--- src/rtl/csa_accum.sv ---
// csa_accum -- multi-operand unsigned accumulator using carry-save compression.
//
// One W-bit operand per cycle is folded into a redundant sum/carry pair by a
// single 3:2 compressor row, so the accumulate path has no carry chain. When
// the operand flagged 'last' is taken, the pair is resolved by a CHUNK-bit
// carry-propagate adder over NCH = ACC_W/CHUNK cycles. The result is then
// held on a valid/ready output until it is consumed.
//
// Ports:
//   clk        rising-edge clock
//   rst_n      asynchronous active-low reset
//   in_valid   operand 'a' is valid
//   in_ready   operand accepted (only while accumulating)
//   a          W-bit unsigned operand, zero-extended to ACC_W
//   last       'a' is the final operand of the frame
//   out_valid  sum/ovf are valid
//   out_ready  consumer takes the result
//   sum        total modulo 2^ACC_W
//   ovf        total >= 2^ACC_W
//
// state    | meaning
// ---------+------------------------------------------------------------
// ST_ACC   | accepting operands into the s/c pair
// ST_RESOLVE | propagating carries one chunk per cycle into res
// ST_DONE  | result presented, waiting for out_ready

module csa_accum #(
   parameter int W     = 8,
   parameter int ACC_W = 16,
   parameter int CHUNK = 4
) (
   input  logic             clk,
   input  logic             rst_n,
   input  logic             in_valid,
   output logic             in_ready,
   input  logic [W-1:0]     a,
   input  logic             last,
   output logic             out_valid,
   input  logic             out_ready,
   output logic [ACC_W-1:0] sum,
   output logic             ovf
);

   localparam int NCH   = ACC_W / CHUNK;
   localparam int IDX_W = (NCH > 1) ? $clog2(NCH) : 1;

   typedef enum logic [1:0] {
      ST_ACC,
      ST_RESOLVE,
      ST_DONE
   } state_t;

   state_t             state_q, state_d;
   logic [ACC_W-1:0]   s_q, s_d;
   logic [ACC_W-1:0]   c_q, c_d;
   logic [ACC_W-1:0]   res_q, res_d;
   logic               cy_q, cy_d;
   logic [IDX_W-1:0]   idx_q, idx_d;
   logic               ovf_q, ovf_d;

   logic [ACC_W-1:0]   x;
   logic [ACC_W-1:0]   maj;
   logic [CHUNK:0]     chunk_sum;

   always_ff @(posedge clk or negedge rst_n) begin
      if (!rst_n) begin
         state_q <= ST_ACC;
         s_q     <= '0;
         c_q     <= '0;
         res_q   <= '0;
         cy_q    <= 1'b0;
         idx_q   <= '0;
         ovf_q   <= 1'b0;
      end else begin
         state_q <= state_d;
         s_q     <= s_d;
         c_q     <= c_d;
         res_q   <= res_d;
         cy_q    <= cy_d;
         idx_q   <= idx_d;
         ovf_q   <= ovf_d;
      end
   end

   always_comb begin
      state_d   = state_q;
      s_d       = s_q;
      c_d       = c_q;
      res_d     = res_q;
      cy_d      = cy_q;
      idx_d     = idx_q;
      ovf_d     = ovf_q;

      x         = ACC_W'(a);
      maj       = (s_q & c_q) | (s_q & x) | (c_q & x);
      chunk_sum = {1'b0, s_q[idx_q*CHUNK +: CHUNK]}
                + {1'b0, c_q[idx_q*CHUNK +: CHUNK]}
                + {{CHUNK{1'b0}}, cy_q};

      case (state_q)
         ST_ACC: begin
            if (in_valid) begin
               s_d = s_q ^ c_q ^ x;
               c_d = maj << 1;
               // Every term is non-negative, so a carry shifted out of the
               // top bit means the true total already reached 2^ACC_W.
               if (maj[ACC_W-1]) ovf_d = 1'b1;
               if (last) begin
                  state_d = ST_RESOLVE;
                  idx_d   = '0;
                  cy_d    = 1'b0;
               end
            end
         end
         ST_RESOLVE: begin
            res_d[idx_q*CHUNK +: CHUNK] = chunk_sum[CHUNK-1:0];
            cy_d = chunk_sum[CHUNK];
            if (idx_q == IDX_W'(NCH - 1)) begin
               if (chunk_sum[CHUNK]) ovf_d = 1'b1;
               idx_d   = '0;
               state_d = ST_DONE;
            end else begin
               idx_d = idx_q + 1'b1;
            end
         end
         ST_DONE: begin
            if (out_ready) begin
               s_d     = '0;
               c_d     = '0;
               res_d   = '0;
               ovf_d   = 1'b0;
               state_d = ST_ACC;
            end
         end
         default: state_d = ST_ACC;
      endcase
   end

   assign in_ready  = (state_q == ST_ACC);
   assign out_valid = (state_q == ST_DONE);
   assign sum       = res_q;
   assign ovf       = ovf_q;

endmodule

--- config.mk ---
export PLATFORM = sky130hd
export DESIGN_NAME = csa_accum
export DESIGN_NICKNAME = d
export VERILOG_FILES = /design/src/rtl/csa_accum.sv
export SDC_FILE = /design/constraint.sdc
export NUM_CORES = 1
export LEC_CHECK = 0
export ABC_AREA = 1
export CAP_MARGIN = 20
export CORE_MARGIN = 2
export CORE_UTILIZATION = 61
export CTS_CLUSTER_SIZE = 16
export DETAILED_ROUTE_END_ITERATION = 10
export GPL_ROUTABILITY_DRIVEN = 1
export PLACE_DENSITY = 0.85
export SLEW_MARGIN = 20
export SYNTH_ARGS = -nofsm -noshare
export SYNTH_HDL_FRONTEND = slang
export SYNTH_SLANG_ARGS = --single-unit
--- constraint.sdc ---
create_clock -name clk -period 3.39 [get_ports clk]
set_clock_uncertainty 0.05 [all_clocks]
set_input_delay 0.339 -clock clk [delete_from_list [all_inputs] [get_ports clk]]
set_output_delay 0.339 -clock clk [all_outputs]
set_load 0.005 [all_outputs]
### Yosys cells after proc, flatten, opt, wreduce, memory -nomap -nowiden

Cells that the tools add are included.

* $add $sub $neg: 4
* $mul: 0
* div/mod/pow operators: 0
* $lt $le $gt $ge: 0
* eq/ne operators: 9
* shift operators: 4
* multiplexer cells: 25
* bitwise operators: 7
* reduce and logical (&&, ||, !) cells: 10

Operators by type and width (number)
* one-hot mux 16 bit (2 select lines): 3
* 2-to-1 mux 16 bit: 3
* negation 4 -> 34 bit: 1
* variable shift 4 x 34 -> 16 bit (first input constant): 1
* variable part select 4 x 34 -> 16 bit: 1
* AND 16 x 8 -> 16 bit: 2
* OR 16 bit: 2
* variable part select 16 x 5 -> 4 bit: 2
* AND 16 bit: 1
* bitwise mux 16 bit: 1
* XOR 16 bit: 1
* XOR 16 x 8 -> 16 bit: 1
* 2-to-1 mux 2 bit: 7
* 2-to-1 mux 1 bit: 7
* != test 2 x 1 -> 1 bit (second input constant): 3
* != test 2 bit (second input constant): 3
* one-hot mux 2 bit (3 select lines): 1
* AND reduction 3 bit: 2
* AND reduction 6 bit: 1
* nonzero test 2 bit: 3
* adder 4 x 4 -> 5 bit: 1
* adder 5 x 1 -> 5 bit: 1
* == test 2 bit (second input constant): 2
* one-hot mux 2 bit (2 select lines): 1
* other kinds (8): 8

* register bits: 54
* bits in latches: 0
* RAM bits: 0
* memory bits (read-only): 0
* input port bits: 13
* output and inout bits: 19
* logic and storage cells: 66
* memories kept: 0

### Depth between registers and ports, before layout

* depth after elaboration: 6
* depth in mapped cells: 12

### Least setup slack after synthesis

OpenSTA, ideal clock, no wires.

* kind: flip-flop to flip-flop
* start: reg idx_q[0]
* end: reg res_q[14] (netlist: sum[14])
* setup time: 0.083 ns
* arrival time: 2.197 ns
* required time: 3.257 ns
* setup slack: 1.061 ns
* cell stages (with the launch flop): 11
* buffers on the path: 1
* clock period less this slack: 2.329 ns
* cell sequence: dfrtp_1 > inv_1 > buf_2 > nor2_1 > o22ai_1 > fa_1 > fa_1 > xnor2_1 > nor2_1 > nand2_1 > o21ai_0

* word-level cells in the longest chain between the ends: 6

RTL lines
* start, declared: RTL line 58 `logic [IDX_W-1:0] idx_q, idx_d;`
* start signal, assigned: RTL line 80 `idx_q <= idx_d;`
* variable part select 16 x 5 -> 4 bit, on equally long branches: RTL line 96, 97
* adder 4 x 4 -> 5 bit: RTL line 97 `+ {1'b0, c_q[idx_q*CHUNK +: CHUNK]}`
* adder 5 x 1 -> 5 bit: RTL line 98 `+ {{CHUNK{1'b0}}, cy_q};`
* variable part select 4 x 34 -> 16 bit: RTL line 116 `res_d[idx_q*CHUNK +: CHUNK] = chunk_sum[CHUNK-1:0];`
* bitwise mux 16 bit *: RTL line 116
* one-hot mux 16 bit (2 select lines) *: RTL line 100 `case (state_q)`
* end signal, assigned: RTL line 78 `res_q <= res_d;`
* end, declared: RTL line 56 `logic [ACC_W-1:0] res_q, res_d;`

Every way passes the cells marked *; elsewhere a longest branch is shown, timed or not.
A chain may end at the register's enable or synchronous reset.

### Final worst setup path

Ends and elaborated chain as after synthesis.

==> results.sh <==
export IMPL_cp_arrival_ps=2910
export IMPL_grt_max_degree=39
export IMPL_crit_required_ps=3580
export IMPL_cp_top_family="adder cells"
export IMPL_wire_per_inst_um=15.66
export IMPL_rsz0062_at_grt="no"
export IMPL_overflow=0
export IMPL_vdd_drop_max_mv=0.5340
export IMPL_dieArea_um2=5530
export IMPL_slowest_stage="fa_1"
export IMPL_min_period_ps=2719
export IMPL_cap_viol_max_count=0
export IMPL_drv_slew=0
export IMPL_dp_hpwl_mm=4.926
export IMPL_status="finished clean"
export IMPL_layout_common_cells="nand2_1 (75), nand3_1 (72), dfrtp_1 (53)"
export IMPL_die_w_um=74.37
export IMPL_gp_congestion=0.9353
export IMPL_cp_depth=10
export IMPL_dp_slack_ps=728.5
export IMPL_area_growth_syn_to_layout_pct=14.50
export IMPL_initial_core_util_pct=63.53
export IMPL_synth_nets=385
export IMPL_core_area_um2=4755
export IMPL_setup_viol=0
export IMPL_path_class="reg -> reg"
export IMPL_max_freq_mhz=367.8
export IMPL_ys_seq_area_share_pct=43.91
export IMPL_dr_pass1_iters=5
export IMPL_ys_seq_elements=53
export IMPL_min_period_over_period_pct=80.21
export IMPL_ant_nets=0
export IMPL_clkLatencyLatePin_ps=310
export IMPL_drive_gt1_share_pct=6.952
export IMPL_p_leak_nw=1.749
export IMPL_cpPeakStageDelay_ps=460
export IMPL_antenna_found_initial=0
export IMPL_clock_sinks=53
export IMPL_cts_made_buffers=5
export IMPL_io_buffers=31
export IMPL_layout_commonest_cell="nand2_1"
export IMPL_grt_pass1_wl_mm=11.76
export IMPL_antenna_cells=0
export IMPL_ios=32
export IMPL_drtIter0Drc=111
export IMPL_tritoncts="yes"
export IMPL_viasPerCell=5.914
export IMPL_hp_class="reg -> reg"
export IMPL_wl_mm=6.905
export IMPL_rrSetupSlack_ps=670
export IMPL_path_cells="buf_4, inv_1, o21ai_0, o22ai_1, fa_1, fa_1, xnor2_1, nor2_1, nand2_1, o21ai_0"
export IMPL_htree_levels=2
export IMPL_powerDensity_nw_per_um2=955.8
export IMPL_syn_area_um2=3020
export IMPL_ys_warnings_count=0
export IMPL_die_h_um=74.37
export IMPL_synth_cell_type_count=30
export IMPL_worst_setup_path_end_kind="register"
export IMPL_setup_ws_ps=671.0
export IMPL_tns_ps=0
export IMPL_clk_pin_slew_ps=100
export IMPL_grt_pass1_vias=2545
export IMPL_relSlewSlack_pct=50.94
export IMPL_crit_fanout=19
export IMPL_tightest_slew_ps=733.3
export IMPL_num_vias=2608
export IMPL_reg2reg_depth=10
export IMPL_root_buffer="clkbuf_8"
export IMPL_syn_inst=347
export IMPL_holdPathStages=2
export IMPL_globalRouteTotalUtil_pct=27.81
export IMPL_synthesis_area_per_instance_um2=8.704
export IMPL_nFillCells=386
export IMPL_finalNetCount=411
export IMPL_startpoint_type="register"
export IMPL_route_detailed_drc=0
export IMPL_crit_buf_inv=2
export IMPL_rows=25
export IMPL_hold_viol=0
export IMPL_clockBufferDepth=2
area by class of cell:
| type | instances | area (µm²) | share of cell area (%) |
|---|---|---|---|
| sequential | 53 | 1326 | 38.35 |
| inverter | 24 | 95.09 | 2.750 |
| clock buffer | 6 | 82.58 | 2.388 |
| clock inverter | 2 | 37.54 | 1.085 |
| multi-input combinational | 251 | 1473 | 42.58 |
| tap | 67 | 83.83 | 2.424 |
| timing repair buffer | 38 | 360.3 | 10.42 |
synth_stat cells, drive strengths merged:
library cell / count / area [µm²]
nand2: 76 / 287.8
nand3: 73 / 370.4
dfrtp: 53 / 1326
o21ai: 32 / 163.9
inv: 23 / 91.34
nor2: 21 / 121.4
ha: 16 / 200.2
buf: 14 / 107.6
fa: 9 / 180.2
o22ai: 8 / 50.05
a21oi: 5 / 25.02
clkbuf: 5 / 18.77
nand4: 5 / 31.28
a21boi: 1 / 7.510
a22oi: 1 / 7.510
clkinv: 1 / 3.750
nand2b: 1 / 6.260
nor3: 1 / 5.000
o31ai: 1 / 7.510
xnor2: 1 / 8.760
what timing repair did:
action                                  CTS  global route
resized for setup                         0             0
hold buffers                              1             0
endpoints found under the setup margin    0             0
hold endpoints to repair                 23             0
buffers inserted                          0             0
cells by family after synthesis:
logic type / after synthesis / synth area share (%)
AO/OA/AOI/OAI: 48 / 8.658
adder cells (fa/ha/maj): 25 / 12.59
XOR/XNOR: 1 / 0.2900
AND/OR/NAND/NOR: 177 / 27.22
buffers and inverters: 43 / 7.332
flip-flops: 53 / 43.91
per-layer routing:
metal	up-vias	track usage, %	part of all wire (%)
li1	1215	-	-
met4	0	12.50	3.8
met3	23	5.556	5.6
met2	109	45.33	49
met5	-	0	0
met1	1261	36.08	42
through the flow:
| stage | hold slack (ps) | area (µm²) | util, % | instances | total power [W] |
|---|---|---|---|---|---|
| final | 435.2 | 3458 | 72.74 | 441 | 0.003306 |
| after floorplan | -6.591 | 3020 | - | 347 | 0.002308 |
| after detailed placement | 304.6 | 3328 | 70.00 | 432 | 0.002841 |
| after global placement | 300.5 | 3328 | 70.00 | 432 | 0.002778 |
| after global routing | 489.1 | 3458 | 72.74 | 441 | 0.003604 |
| after CTS | 440.6 | 3458 | 72.74 | 441 | 0.003293 |
flip-flops by register name, summed over array words and instances (netlist names):
register and flops:
sum 16, cy_q 1, idx_q 2, state_q 2, c_q 15, s_q 16, ovf 1
worst register-to-register path, delay by kind of cell, from the launching register on:
kind                       cells  cell delay (ps)
and+or+nand+nor                2              220
adders and majority gates      2              880
xor gates and xnor gates       1              170
DFF                            1              380
buffers and inverters          2              460
AOI/OAI and AO/OA              3              500
path summary, 6_finish.rpt:
path / start / end
min in group asynchronous: rst_n / ovf
worst max-delay path: idx_q[0] / sum[14]
worst max register to register: idx_q[0] / sum[14]
max in group asynchronous: rst_n / s_q[5]
worst min-delay path: sum[11] / sum[11]
worst min register to register: sum[11] / sum[11]
where the power goes:
group	total [W]	internal, W	switching (W)
clock	0.000454	0.000240	0.000213
sequential	0.00109	0.000848	0.000240
combinational	0.00176	0.000706	0.00106
No activity file was read; power rests on OpenSTA's default activity.
